--- config.mk ---
export PLATFORM = sky130hd
export DESIGN_NAME = blur_pixel_feeder
export DESIGN_NICKNAME = d
export VERILOG_FILES = /design/src/rtl/blur_pixel_feeder.sv
export SDC_FILE = /design/constraint.sdc
export NUM_CORES = 1
export LEC_CHECK = 0
export ABC_CLOCK_PERIOD_IN_PS = 6500
export CORE_UTILIZATION = 35
export DETAILED_ROUTE_END_ITERATION = 10
export GPL_ROUTABILITY_DRIVEN = 0
export SLEW_MARGIN = 20
export SYNTH_ARGS = -nofsm -noshare
export SYNTH_HDL_FRONTEND = slang
export SYNTH_SLANG_ARGS = --single-unit
--- constraint.sdc ---
create_clock -name clk -period 6.5 [get_ports clk]
set_input_delay 1.3 -clock clk [delete_from_list [all_inputs] [get_ports clk]]
set_output_delay 1.3 -clock clk [all_outputs]
set_load 0.02 [all_outputs]
--- src/rtl/blur_pixel_feeder.sv ---
`default_nettype none
// ============================================================================
// blur_pixel_feeder : row-by-row frame reader feeding the horizontal blur filter
// Rev 1.0
// ============================================================================
module blur_pixel_feeder #(
  parameter int IMG_WIDTH  = 640,
  parameter int IMG_HEIGHT = 480,
  parameter int ADDR_W     = 20,
  parameter int PRIME_CNT  = 7
) (
  input  logic              clk,
  input  logic              n_rst,
  input  logic              start,
  input  logic              abort,
  input  logic [ADDR_W-1:0] base_addr,
  output logic              mem_rd_en,
  output logic [ADDR_W-1:0] mem_addr,
  input  logic [31:0]       mem_rdata,
  input  logic              mem_rvalid,
  output logic              wb_en,
  output logic [2:0]        mode_wb,
  output logic [31:0]       data,
  output logic              cap_en,
  output logic [15:0]       pix_x,
  output logic [15:0]       pix_y,
  output logic              busy,
  output logic              done
);

  typedef enum logic [2:0] {
    S_IDLE  = 3'd0,
    S_REQ   = 3'd1,
    S_WAIT  = 3'd2,
    S_PRIME = 3'd3,
    S_EMIT  = 3'd4,
    S_DONE  = 3'd5
  } state_t;

  localparam int              PC_W    = (PRIME_CNT > 1) ? $clog2(PRIME_CNT) : 1;
  localparam logic [PC_W-1:0] PC_LAST = PC_W'((PRIME_CNT > 0) ? (PRIME_CNT - 1) : 0);
  localparam logic [15:0]     X_LAST  = 16'(IMG_WIDTH - 1);
  localparam logic [15:0]     Y_LAST  = 16'(IMG_HEIGHT - 1);

  state_t            state_q, state_d;
  logic [ADDR_W-1:0] addr_q, addr_d;
  logic [15:0]       x_q, x_d;
  logic [15:0]       y_q, y_d;
  logic [31:0]       data_q, data_d;
  logic [PC_W-1:0]   prime_q, prime_d;
  logic              pend_q, pend_d;

  always_ff @(posedge clk or negedge n_rst) begin
    if (!n_rst) begin
      state_q <= S_IDLE;
      addr_q  <= '0;
      x_q     <= '0;
      y_q     <= '0;
      data_q  <= '0;
      prime_q <= '0;
      pend_q  <= 1'b0;
    end else begin
      state_q <= state_d;
      addr_q  <= addr_d;
      x_q     <= x_d;
      y_q     <= y_d;
      data_q  <= data_d;
      prime_q <= prime_d;
      pend_q  <= pend_d;
    end
  end

  always_comb begin
    state_d = state_q;
    addr_d  = addr_q;
    x_d     = x_q;
    y_d     = y_q;
    data_d  = data_q;
    prime_d = prime_q;
    pend_d  = pend_q;

    case (state_q)
      S_IDLE: begin
        if (start) begin
          state_d = S_REQ;
          addr_d  = base_addr;
          x_d     = '0;
          y_d     = '0;
        end
      end
      S_REQ: begin
        pend_d  = 1'b1;
        state_d = S_WAIT;
      end
      S_WAIT: begin
        if (mem_rvalid && pend_q) begin
          data_d  = mem_rdata;
          pend_d  = 1'b0;
          prime_d = '0;
          state_d = ((x_q == 16'd0) && (PRIME_CNT > 0)) ? S_PRIME : S_EMIT;
        end
      end
      S_PRIME: begin
        if (prime_q == PC_LAST) begin
          state_d = S_EMIT;
        end else begin
          prime_d = prime_q + PC_W'(1);
        end
      end
      S_EMIT: begin
        if ((x_q == X_LAST) && (y_q == Y_LAST)) begin
          state_d = S_DONE;
        end else begin
          // Running address counter: rows are contiguous, so no y*W product needed.
          addr_d  = addr_q + ADDR_W'(1);
          state_d = S_REQ;
          if (x_q == X_LAST) begin
            x_d = '0;
            y_d = y_q + 16'd1;
          end else begin
            x_d = x_q + 16'd1;
          end
        end
      end
      S_DONE: begin
        state_d = S_IDLE;
      end
      default: begin
        state_d = S_IDLE;
      end
    endcase

    // Abort overrides start and drops any in-flight read so a late response is ignored.
    if (abort) begin
      state_d = S_IDLE;
      addr_d  = '0;
      x_d     = '0;
      y_d     = '0;
      data_d  = '0;
      prime_d = '0;
      pend_d  = 1'b0;
    end
  end

  assign mem_rd_en = (state_q == S_REQ);
  assign mem_addr  = (state_q == S_REQ) ? addr_q : '0;
  assign wb_en     = (state_q == S_PRIME) || (state_q == S_EMIT);
  assign cap_en    = (state_q == S_EMIT);
  assign pix_x     = (state_q == S_EMIT) ? x_q : 16'd0;
  assign pix_y     = (state_q == S_EMIT) ? y_q : 16'd0;
  assign busy      = (state_q != S_IDLE);
  assign mode_wb   = (state_q != S_IDLE) ? 3'b101 : 3'b000;
  assign done      = (state_q == S_DONE);
  assign data      = data_q;

endmodule
`default_nettype wire

Word-level counts from Yosys, hierarchy flattened
Index checks and enable logic that the tools add are counted.
{"block": "classes", "n_addsub": 4, "n_eq_ne": 14, "n_mux": 34, "reduce_logical": 17}
{"operator": "16-bit two-way mux", "count": 9}
{"operator": "32-bit two-way mux", "count": 3}
{"operator": "20-bit two-way mux", "count": 4}
{"operator": "16-bit one-hot mux with 2 select lines", "count": 2}
{"operator": "20-bit one-hot mux with 2 select lines", "count": 1}
{"operator": "16-bit by 1-bit adder with 16-bit output, second input constant", "count": 2}
{"operator": "3-bit two-way mux", "count": 10}
{"operator": "20-bit by 1-bit adder with 20-bit output, second input constant", "count": 1}
{"operator": "16-bit by 10-bit equality test with 1-bit output, second input constant", "count": 1}
{"operator": "16-bit by 9-bit equality test with 1-bit output, second input constant", "count": 1}
{"operator": "16-bit logical NOT", "count": 1}
{"operator": "3-bit inequality test, second input constant", "count": 5}
{"operator": "3-bit one-hot mux with 5 select lines", "count": 1}
{"operator": "3-bit nonzero test", "count": 4}
{"operator": "3-bit equality test, second input constant", "count": 3}
{"operator": "3-bit AND reduction", "count": 3}
{"operator": "3-bit by 2-bit equality test with 1-bit output, second input constant", "count": 2}
{"operator": "3-bit one-hot mux with 2 select lines", "count": 1}
{"operator": "2-bit AND reduction", "count": 2}
{"operator": "4-bit AND reduction", "count": 1}
{"operator": "2-bit nonzero test", "count": 2}
{"operator": "3-bit by 1-bit adder with 3-bit output, second input constant", "count": 1}
{"operator": "3-bit by 1-bit equality test with 1-bit output, second input constant", "count": 1}
{"operator": "3-bit logical NOT", "count": 1}
{"operator": "5 further kinds", "count": 7}
{"block": "totals", "regBits": 91, "in_bits": 57, "out_inout_bits": 92, "word_cells": 76}

Longest topological paths before layout
{"block": "logic_depth", "ltp_word": 5, "depth_mapped": 9, "ltp_nobuf": 7}

Worst setup path before layout
Ideal clock, no wire load.
{"block": "synth_timing", "path_type": "register -> output", "start": "register state_q[2]", "end": "output pix_y[10]", "t_arrival_ps": 1793, "required_time_ps": 5200, "setup_slack_ps": 3407, "stages_incl_launch_ff": 6, "path_buffers": 2, "cell_sequence": "dfrtp_1 or3b_2 clkbuf_1 clkinv_1 clkbuf_1 and2_1"}
{"block": "synth_via", "elab_chain_cells": 2}
{"element": "from (decl)", "line_no": "45", "text": "state_t state_q, state_d;"}
{"element": "from (signal assigned)", "line_no": "63", "text": "state_q <= state_d;"}
{"element": "3-bit equality test"}
{"element": "via cap_en", "line_no": "24", "text": "output logic cap_en,"}
{"element": "16-bit two-way mux", "line_no": "150", "text": "assign pix_y = (state_q == S_EMIT) ? y_q : 16'd0;"}
{"element": "to (decl)", "line_no": "26", "text": "output logic [15:0] pix_y,"}
The timed path passes the listed nets, and every way through them passes these cells.

Worst setup path in the final report
{"block": "layout_timing", "start": "register state_q[1]", "end": "output pix_y[7]"}
{"block": "layout_via", "elab_chain_cells": 2}
{"element": "3-bit equality test", "line_no": "150"}
{"element": "16-bit two-way mux", "line_no": "150"}
No other way between the ends.

==> out/qor.txt <==
Post-Synthesis Cells - 625
final number of max-transition violations - 0
Clock transition at path regs - 0.07 ns
routed wire length per instance - 16.41 um
worst r2r dst - x_q[9]$_DFFE_PN0P_
placed instance area - 6837 sq um
startpoint type of the worst setup path - register
post-detailed-routing wire length - 15.31 mm
number of H-tree levels - 3
Initial DRT Pass Iterations - 10
worst hold path type - register to register
part of the Yosys area used for sequential elements - 42.93%
latest clock arrival within the worst-skew pair - 0.34 ns
worst reg2reg setup slack - 1.88 ns
leakage power figure - 2.869 nW
total negative slack for setup checks - 0 ns
library cell contributing the largest single delay on the critical path - sky130_fd_sc_hd__clkinv_1
number of nets in the synthesized netlist - 688
outcome - finished with violations
register bit total from synthesis - 91
routed via count - 5187
post-synth cell types - 57
endpoint type of the worst setup path - primary output
largest net degree at the start of global routing - 72
HPWL after detailed placement - 10.50 mm
placement row count - 44
CP Class - register to primary output
area taken by flip-flops and latches - 2277 sq um
Least-Margin Pin Slew - 1.060 ns
Layout fillers - 1381
RSZ-0062 raised after global routing - false
syn avg cell area - 8.486 sq um
number of buffer cells added on primary ports - 147
pre-CTS WS - 1.870 ns
cell area after technology mapping - 5304 sq um
Final ANT Viol Nets - 0
top fanout value on the critical path - 44
IR Drop Worst-Case VDD - 132.9 uV
TritonCTS Buffers - 9
worst setup path end - pix_y[7]
sinks on the clock net - 91
clock tree from TritonCTS - done
final-layout worst hold slack - 0.5229 ns
area of the placeable core - 14640 sq um
Most used DFF post-synth - sky130_fd_sc_hd__dfrtp_1
hold buffers post-CTS - 0
share of the cycle needed by the critical path after routing - 76.50%
final worst slack - 1.528 ns
area of combinational cells with multiple inputs - 2784 sq um
Worst Setup SP - state_q[1]$_DFFE_PN0P_
Setup Buffers After CTS - 0
die boundary height - 125.1 um
CTS Buffer Depth - 2
number of maximum-capacitance constraint violations - 0
first-pass GRT wire length - 25.35 mm
layout overhead on the synthesized area - 35.53%
number of cells on the worst reg-to-reg path - 6
RR Startpoint - state_q[1]$_DFFE_PN0P_
clock tree root buffer cell - sky130_fd_sc_hd__clkbuf_16
cell type with the largest total area after synthesis - sky130_fd_sc_hd__dfrtp_1
Iteration-0 DRC Markers - 386
number of gates resized after cts - 0
number of endpoints failing setup at the final stage - 0
Die Area - 15650 sq um
final period demand of the worst path - 4.972 ns
violations in the final reports - DRC
number of enable-type register cells in the synthesized netlist - 0
post-synthesis async set-or-reset flop share - 100.0%
FMAX - 201.1 MHz
worst path arrival time - 3.67 ns
Initial Utilization - 36.22%
number of antenna violations at the first check in global routing - 1
leftover overflow at the end of global routing - 0
final hold violation count - 0
GRT Util Overall - 19.94%
fraction of final layout cells sized beyond drive strength 1 - 4.673%
via/cell ratio - 5.559
largest stage delay on the critical path - 0.98 ns
layout net count - 807
num ports - 149
Fin Clk Skew - 0.006799 ns
worst path required time - 5.20 ns
post-synth top area share - 42.93%
antenna diode instance count - 0
worst slew margin relative to its limit - 29.35%
biggest area contributors in the synthesized netlist - sky130_fd_sc_hd__dfrtp_1, sky130_fd_sc_hd__nand2_1, sky130_fd_sc_hd__and2_1
number of global-route vias before repair - 4986
critical-path cell list - or3b_2, clkinv_1, and2_1, clkdlybuf4s50_1
pwr dens - 229.6 nW/um^2
Syn. warnings - 0
Horiz. Die Dim - 125.1 um
DRC - 8
area of all placed cells without fillers - 7188 sq um
## Yosys cell counts (5+ instances only)
cell type / count
sky130_fd_sc_hd__xnor2_1: 5
sky130_fd_sc_hd__a22o_1: 5
sky130_fd_sc_hd__or4_1: 11
sky130_fd_sc_hd__and2_1: 49
sky130_fd_sc_hd__o21ai_0: 19
sky130_fd_sc_hd__nor4_1: 11
sky130_fd_sc_hd__nor2_1: 41
sky130_fd_sc_hd__nor3_1: 13
sky130_fd_sc_hd__o31ai_1: 37
sky130_fd_sc_hd__inv_1: 15
sky130_fd_sc_hd__o22ai_1: 6
sky130_fd_sc_hd__a21oi_1: 56
sky130_fd_sc_hd__nand4_1: 7
sky130_fd_sc_hd__a211oi_1: 5
sky130_fd_sc_hd__mux2i_1: 8
sky130_fd_sc_hd__and3_1: 10
sky130_fd_sc_hd__clkbuf_1: 33
sky130_fd_sc_hd__nand2_1: 107
sky130_fd_sc_hd__ha_1: 6
sky130_fd_sc_hd__a211o_1: 5
sky130_fd_sc_hd__nand3_1: 18
sky130_fd_sc_hd__dfrtp_1: 91
## cell usage in the layout, fill, tap and decap left out, drive strengths merged, types with 5 or more instances in the layout
master and count:
clkdlybuf4s50 145, nand2 107, dfrtp 91, a21oi 57
and2 49, nor2 41, o31ai 37, o21ai 19
nand3 18, inv 15, nor3 14, or4 14
nor4 13, clkbuf 11, and3 10, mux2i 8
nand4 7, o22ai 6, ha 6, buf 6
xnor2 5, a211o 5, a22o 5, a211oi 5
## worst max-delay path, delay by kind of cell (launching register included)
kind / cells / cell delay [ns]
buffers and inverters: 2 / 1.52
and+or+nand+nor: 2 / 1.24
DFF: 1 / 0.55
## per-stage QoR
step,std cells,util (%),power [mW]
finish,933,49.09,1.651
global route,933,49.09,1.732
CTS,933,49.03,1.664
detailed placement,917,46.68,1.051
global placement,917,46.68,1.044
floorplan,625,-,0.8848
## state kept, by name, summed over array words and instances, names as in the netlist
signal and count:
pend_q 1, x_q 16, prime_q 3, y_q 16, data 32, addr_q 20, state_q 3
## per-layer routing
layer | up-vias | global-route usage (%) | share of wire [%]
li1 | 2476 | - | -
met5 | - | 0 | 0.072
met2 | 147 | 31.25 | 46
met1 | 2540 | 27.85 | 48
met4 | 2 | 7.245 | 1.8
met3 | 22 | 3.081 | 4.3
## how the worst min path moves through the flow
stage / cells after the start / to / start / slack [ns]
floorplan: 1 / addr_q[19]$_DFFE_PN0P_ / addr_q[19]$_DFFE_PN0P_ / 0.49
global placement: 2 / data[10]$_DFFE_PN0P_ / data[10]$_DFFE_PN0P_ / 0.51
detailed placement: 2 / data[18]$_DFFE_PN0P_ / data[18]$_DFFE_PN0P_ / 0.51
CTS: 2 / data[18]$_DFFE_PN0P_ / data[18]$_DFFE_PN0P_ / 0.52
global route: 2 / data[0]$_DFFE_PN0P_ / data[0]$_DFFE_PN0P_ / 0.55
finish: 2 / data[10]$_DFFE_PN0P_ / data[10]$_DFFE_PN0P_ / 0.52
## cell families after synthesis
logic type	share of synthesized area, %
buf+inv	4.883
xor+xnor	0.9908
mux	1.510
compound gates	19.37
fa+ha+maj	1.415
other cells	0.07070
simple gates	28.83
flops	42.93
## power breakdown
part / switching [mW] / total [mW] / internal [mW]
combinational: 0.221 / 0.388 / 0.167
clock: 0.221 / 0.606 / 0.385
sequential: 0.0526 / 0.656 / 0.604
## cell type report
class / instances / share of cell area (%)
clock buffers: 11 / 3.377
clock inverters: 5 / 1.393
inverters: 16 / 0.8355
multi-input cells: 475 / 38.73
flip-flops and latches: 91 / 31.68
well taps: 184 / 3.203
repair buffers: 151 / 20.78
Note: power is estimated with default switching activity, not from simulation.
